File: src/rtl/mul4_shift_add.sv
// Sequential 4x4 unsigned shift-and-add multiplier that borrows an external 4-bit adder.
// One add-and-shift iteration per clock, four iterations per product, start/busy/done handshake.
module mul4_shift_add #(
   parameter int WIDTH = 4
) (
   input  logic               clk,
   input  logic               reset,
   input  logic               start,
   input  logic [WIDTH-1:0]   a,
   input  logic [WIDTH-1:0]   b,
   output logic [WIDTH-1:0]   add_a,
   output logic [WIDTH-1:0]   add_b,
   output logic               add_ci,
   input  logic [WIDTH-1:0]   add_sum,
   input  logic               add_cout,
   output logic               busy,
   output logic               done,
   output logic [2*WIDTH-1:0] product
);

   typedef enum logic [1:0] {
      ST_IDLE = 2'd0,
      ST_RUN  = 2'd1,
      ST_DONE = 2'd2
   } state_t;

   localparam logic [2:0] LAST_ITER = 3'(WIDTH - 1);

   state_t               state_q, state_d;
   logic [WIDTH-1:0]     m_q, m_d;
   logic [WIDTH-1:0]     acc_q, acc_d;
   logic [WIDTH-1:0]     q_q, q_d;
   logic [2:0]           cnt_q, cnt_d;
   logic [2*WIDTH-1:0]   product_q, product_d;
   logic                 busy_q, busy_d;
   logic                 done_q, done_d;
   logic [2*WIDTH-1:0]   shifted_s;

   // The adder carry-out becomes acc[MSB], so no carry is ever dropped.
   assign shifted_s = {add_cout, add_sum, q_q[WIDTH-1:1]};

   // Adder operands are held at zero outside RUN so the shared adder stays quiet.
   assign add_a  = (state_q == ST_RUN) ? acc_q : {WIDTH{1'b0}};
   assign add_b  = ((state_q == ST_RUN) && q_q[0]) ? m_q : {WIDTH{1'b0}};
   assign add_ci = 1'b0;

   assign busy    = busy_q;
   assign done    = done_q;
   assign product = product_q;

   // Next-state and datapath update for the IDLE -> RUN x4 -> DONE sequence.
   always_comb begin
      state_d   = state_q;
      m_d       = m_q;
      acc_d     = acc_q;
      q_d       = q_q;
      cnt_d     = cnt_q;
      product_d = product_q;
      case (state_q)
         ST_IDLE: begin
            if (start) begin
               m_d     = a;
               q_d     = b;
               acc_d   = {WIDTH{1'b0}};
               cnt_d   = 3'd0;
               state_d = ST_RUN;
            end else begin
               state_d = ST_IDLE;
            end
         end
         ST_RUN: begin
            {acc_d, q_d} = shifted_s;
            cnt_d        = cnt_q + 3'd1;
            if (cnt_q == LAST_ITER) begin
               product_d = shifted_s;
               state_d   = ST_DONE;
            end else begin
               state_d   = ST_RUN;
            end
         end
         ST_DONE: begin
            state_d = ST_IDLE;
         end
         default: begin
            state_d = ST_IDLE;
         end
      endcase
      busy_d = (state_d != ST_IDLE);
      done_d = (state_d == ST_DONE);
   end

   // State and datapath registers; reset aborts any operation in flight.
   always_ff @(posedge clk or posedge reset) begin
      if (reset) begin
         state_q   <= ST_IDLE;
         m_q       <= {WIDTH{1'b0}};
         acc_q     <= {WIDTH{1'b0}};
         q_q       <= {WIDTH{1'b0}};
         cnt_q     <= 3'd0;
         product_q <= {(2*WIDTH){1'b0}};
         busy_q    <= 1'b0;
         done_q    <= 1'b0;
      end else begin
         state_q   <= state_d;
         m_q       <= m_d;
         acc_q     <= acc_d;
         q_q       <= q_d;
         cnt_q     <= cnt_d;
         product_q <= product_d;
         busy_q    <= busy_d;
         done_q    <= done_d;
      end
   end

endmodule

File: config.mk
export PLATFORM = sky130hd
export DESIGN_NAME = mul4_shift_add
export DESIGN_NICKNAME = d
export VERILOG_FILES = /design/src/rtl/mul4_shift_add.sv
export SDC_FILE = /design/constraint.sdc
export NUM_CORES = 1
export LEC_CHECK = 0
export ABC_AREA = 1
export ABC_CLOCK_PERIOD_IN_PS = 1400
export BUFFER_PORTS_ARGS = -buffer_cell sky130_fd_sc_hd__clkbuf_2
export CAP_MARGIN = 20
export CORE_AREA = 4 4 42 72
export CTS_BUF_LIST = sky130_fd_sc_hd__clkbuf_4 sky130_fd_sc_hd__clkbuf_8 sky130_fd_sc_hd__clkbuf_16
export CTS_CLUSTER_SIZE = 30
export DETAILED_ROUTE_END_ITERATION = 6
export DIE_AREA = 0 0 46 76
export PLACE_DENSITY = 0.79
export SLEW_MARGIN = 20
export SYNTH_ARGS = -nofsm -noshare
export SYNTH_HDL_FRONTEND = slang
export SYNTH_SLANG_ARGS = --single-unit
File: constraint.sdc
create_clock -name clk -period 1.4 [get_ports clk]
set_input_delay 0 -clock clk [delete_from_list [all_inputs] [get_ports clk]]
set_output_delay 0 -clock clk [all_outputs]
set_load 0.1 [all_outputs]
==> run_results.csv <==
group,metric,value,unit
final_layout,syn2layout_area_growth,48.8,%
critical_path,cp-endpoint,"add_a[2]",
synthesis,syn_nets,157,
min_path,min_path_type,"input pin to register",
clock_tree,clockRootBuffer,"clkbuf_8",
place,placed_cells,198,
detailed_routing,drc,0,
critical_path,critPathMaxFanout,15,
detailed_routing,drtAntennaViolNets,0,
synthesis,synth_area,1180,sq um
clock_tree,cts_made_buffers,3,
synthesis,synthCells,139,
clock_tree,clkSinkCount,27,
floorplan,rows,24,
place,placed_area,1550,sq um
floorplan,ioPinCount,35,
sta,drv_slew,0,
sta,hold_violations,0,
final_layout,design_area,1750,sq um
critical_path,reg2reg_to,"product[7]",
grt,grt_pass1_vias,994,
final_layout,drive_above_1_share,33.3,%
sta,setup_viol,0,
sta,maxSlewHeadroom,63.9,%
clock_tree,htreeDepth,1,
final_layout,mostFrequentLayoutCells,"nand2_1, dfrtp_1, clkbuf_2, inv_1, o21ai_0",
grt,antenna_found_initial,0,
critical_path,required,1.40,ns
floorplan,die_x,46,microns
grt,grt.total_usage,16.1,%
critical_path,rr_startpoint,"cnt_q[0]",
sta,fin_crit,1.36,ns
final_layout,stdcell_count,215,
grt,grt_max_degree,28,
detailed_routing,viasPerCell,4.79,
synthesis,ys_warn_count,0,
detailed_routing,dr_total_vias,1030,
sta,fin_ws,0.0388,ns
flow_run,maxCapViolCount,0,
clock_tree,cts_buffer_depth,2,
run_status,outcome,"finished clean",
synthesis,synth_cell_types,16,
detailed_routing,wl_met2,1500,microns
clock_tree,clk_pin_slew,0.09,ns
place,gp_congestion,0.735,
critical_path,startpoint,"state_q[1]",
place,hpwl,1970,microns
synthesis,synth-seq-cells,27,
detailed_routing,top_layer,"met4",
detailed_routing,drt_first_iter_violations,20,
sta,fin_crit_sh,97.2,%
floorplan,die_y,76,microns
final_layout,diodes,0,
sta,max_slew.worst_pin.slew,0.544,ns
final_layout,nNetsFinal,208,
clock_tree,clk_latency,0.28,ns
final_layout,layout_commonest_cell,"nand2_1",
synthesis,syn_avg_cell_area,8.48,sq um
min_path,hold_path_startpoint,"b[2]",
floorplan,die_area,3500,sq um
critical_path,worst-r2r-setup-slack,0.11,ns
floorplan,coreArea,2460,sq um
critical_path,worst_ep_arrival_time,1.36,ns
critical_path,r2r_cells,6,
detailed_routing,first_pass_iters,4,
detailed_routing,avgRoutedWirePerCell,12.3,microns
critical_path,cp-start-kind,"register",
sta,max_freq,735,MHz
grt,grt_pass1_wl,4350,microns
sta,finClkSkew,0.00732,ns
grt,grt_overflow,0,
place,place.port_buffers,33,
detailed_routing,wirelength,2640,microns
detailed_routing,dr_wl_met3,136,microns
place,dp_slack,0.139,ns
critical_path,crit_type,"register to output port",
detailed_routing,wl_met1,957,microns
synthesis,seq_area_frac_synth,57.3,%
critical_path,endpoint_kind,"output port",
floorplan,start_util,47.9,%
clock_tree,cts_tree,"yes",
per-stage QoR:
step	setup TNS (ns)	util, %	hold slack, ns
6_report	0	71.2	0.0133
5_1_grt	-0.0536	71.2	0.0428
2_1_floorplan	-0.938	-	0.0527
4_1_cts	0	69.4	0.0226
3_5_place_dp	0	63.0	0.0563
3_3_place_gp	0	63.0	0.0483
worst max-delay path, cell delays in order (launching register included):
cell and delay (ns):
dfrtp_1 0.43, inv_2 0.11, nand2_1 0.08, buf_6 0.17, nor2_4 0.11, buf_12 0.18
cells by family after synthesis:
| family | share of synthesized area (%) |
|---|---|
| and+or+nand+nor | 22.4 |
| DFF | 57.3 |
| buffers and inverters | 9.77 |
| AOI/OAI and AO/OA | 8.07 |
| adders and majority gates | 2.12 |
| other | 0.318 |
worst min-delay path by stage:
stage               slack [ns]  depth (start not counted)       end
detailed placement        0.06                          3    m_q[3]
finish                    0.01                          5    q_q[2]
floorplan                 0.05                          1  acc_q[0]
global placement          0.05                          3  acc_q[1]
global route              0.04                          5    q_q[0]
CTS                       0.02                          5    q_q[2]
routing by layer:
layer / global-route usage (%) / up-vias
met5: 0 / -
met4: 5.13 / 0
met3: 1.42 / 7
met2: 27.6 / 33
met1: 20.2 / 471
li1: - / 519
cell usage after synthesis (all sizes together):
library cell | number | area [sq um]
conb | 1 | 3.75
inv | 23 | 86.3
dfrtp | 27 | 676
buf | 4 | 28.8
ha | 2 | 25.0
nand3 | 5 | 25.0
o21ai | 16 | 95.1
nand2 | 52 | 198
nor2 | 9 | 41.3
sequential cells by signal, summed over array words and instances, names as in the netlist:
signal	count
done	1
m_q	4
q_q	4
state_q	2
product	8
busy	1
cnt_q	3
acc_q	4
timing repair:
| item | CTS | global route |
|---|---|---|
| resized for setup | 4 | 5 |
| endpoints found under the setup margin | 8 | 8 |
| hold endpoints to repair | 36 | 0 |
| setup buffers | 0 | 3 |
| cloned | 0 | 0 |
| hold buffers | 10 | 0 |
cell type report:
cell class	count	area, sq um
Inverter	23	86.3
Clock buffer	4	48.8
Tap cell	26	32.5
Multi-Input combinational cell	85	455
Fill cell	179	708
Sequential cell	27	677
Timing Repair Buffer	50	454
Power is left out: the tool's default activity adds up to more than one toggle a clock period on the data nets, which glitch-free logic cannot reach.
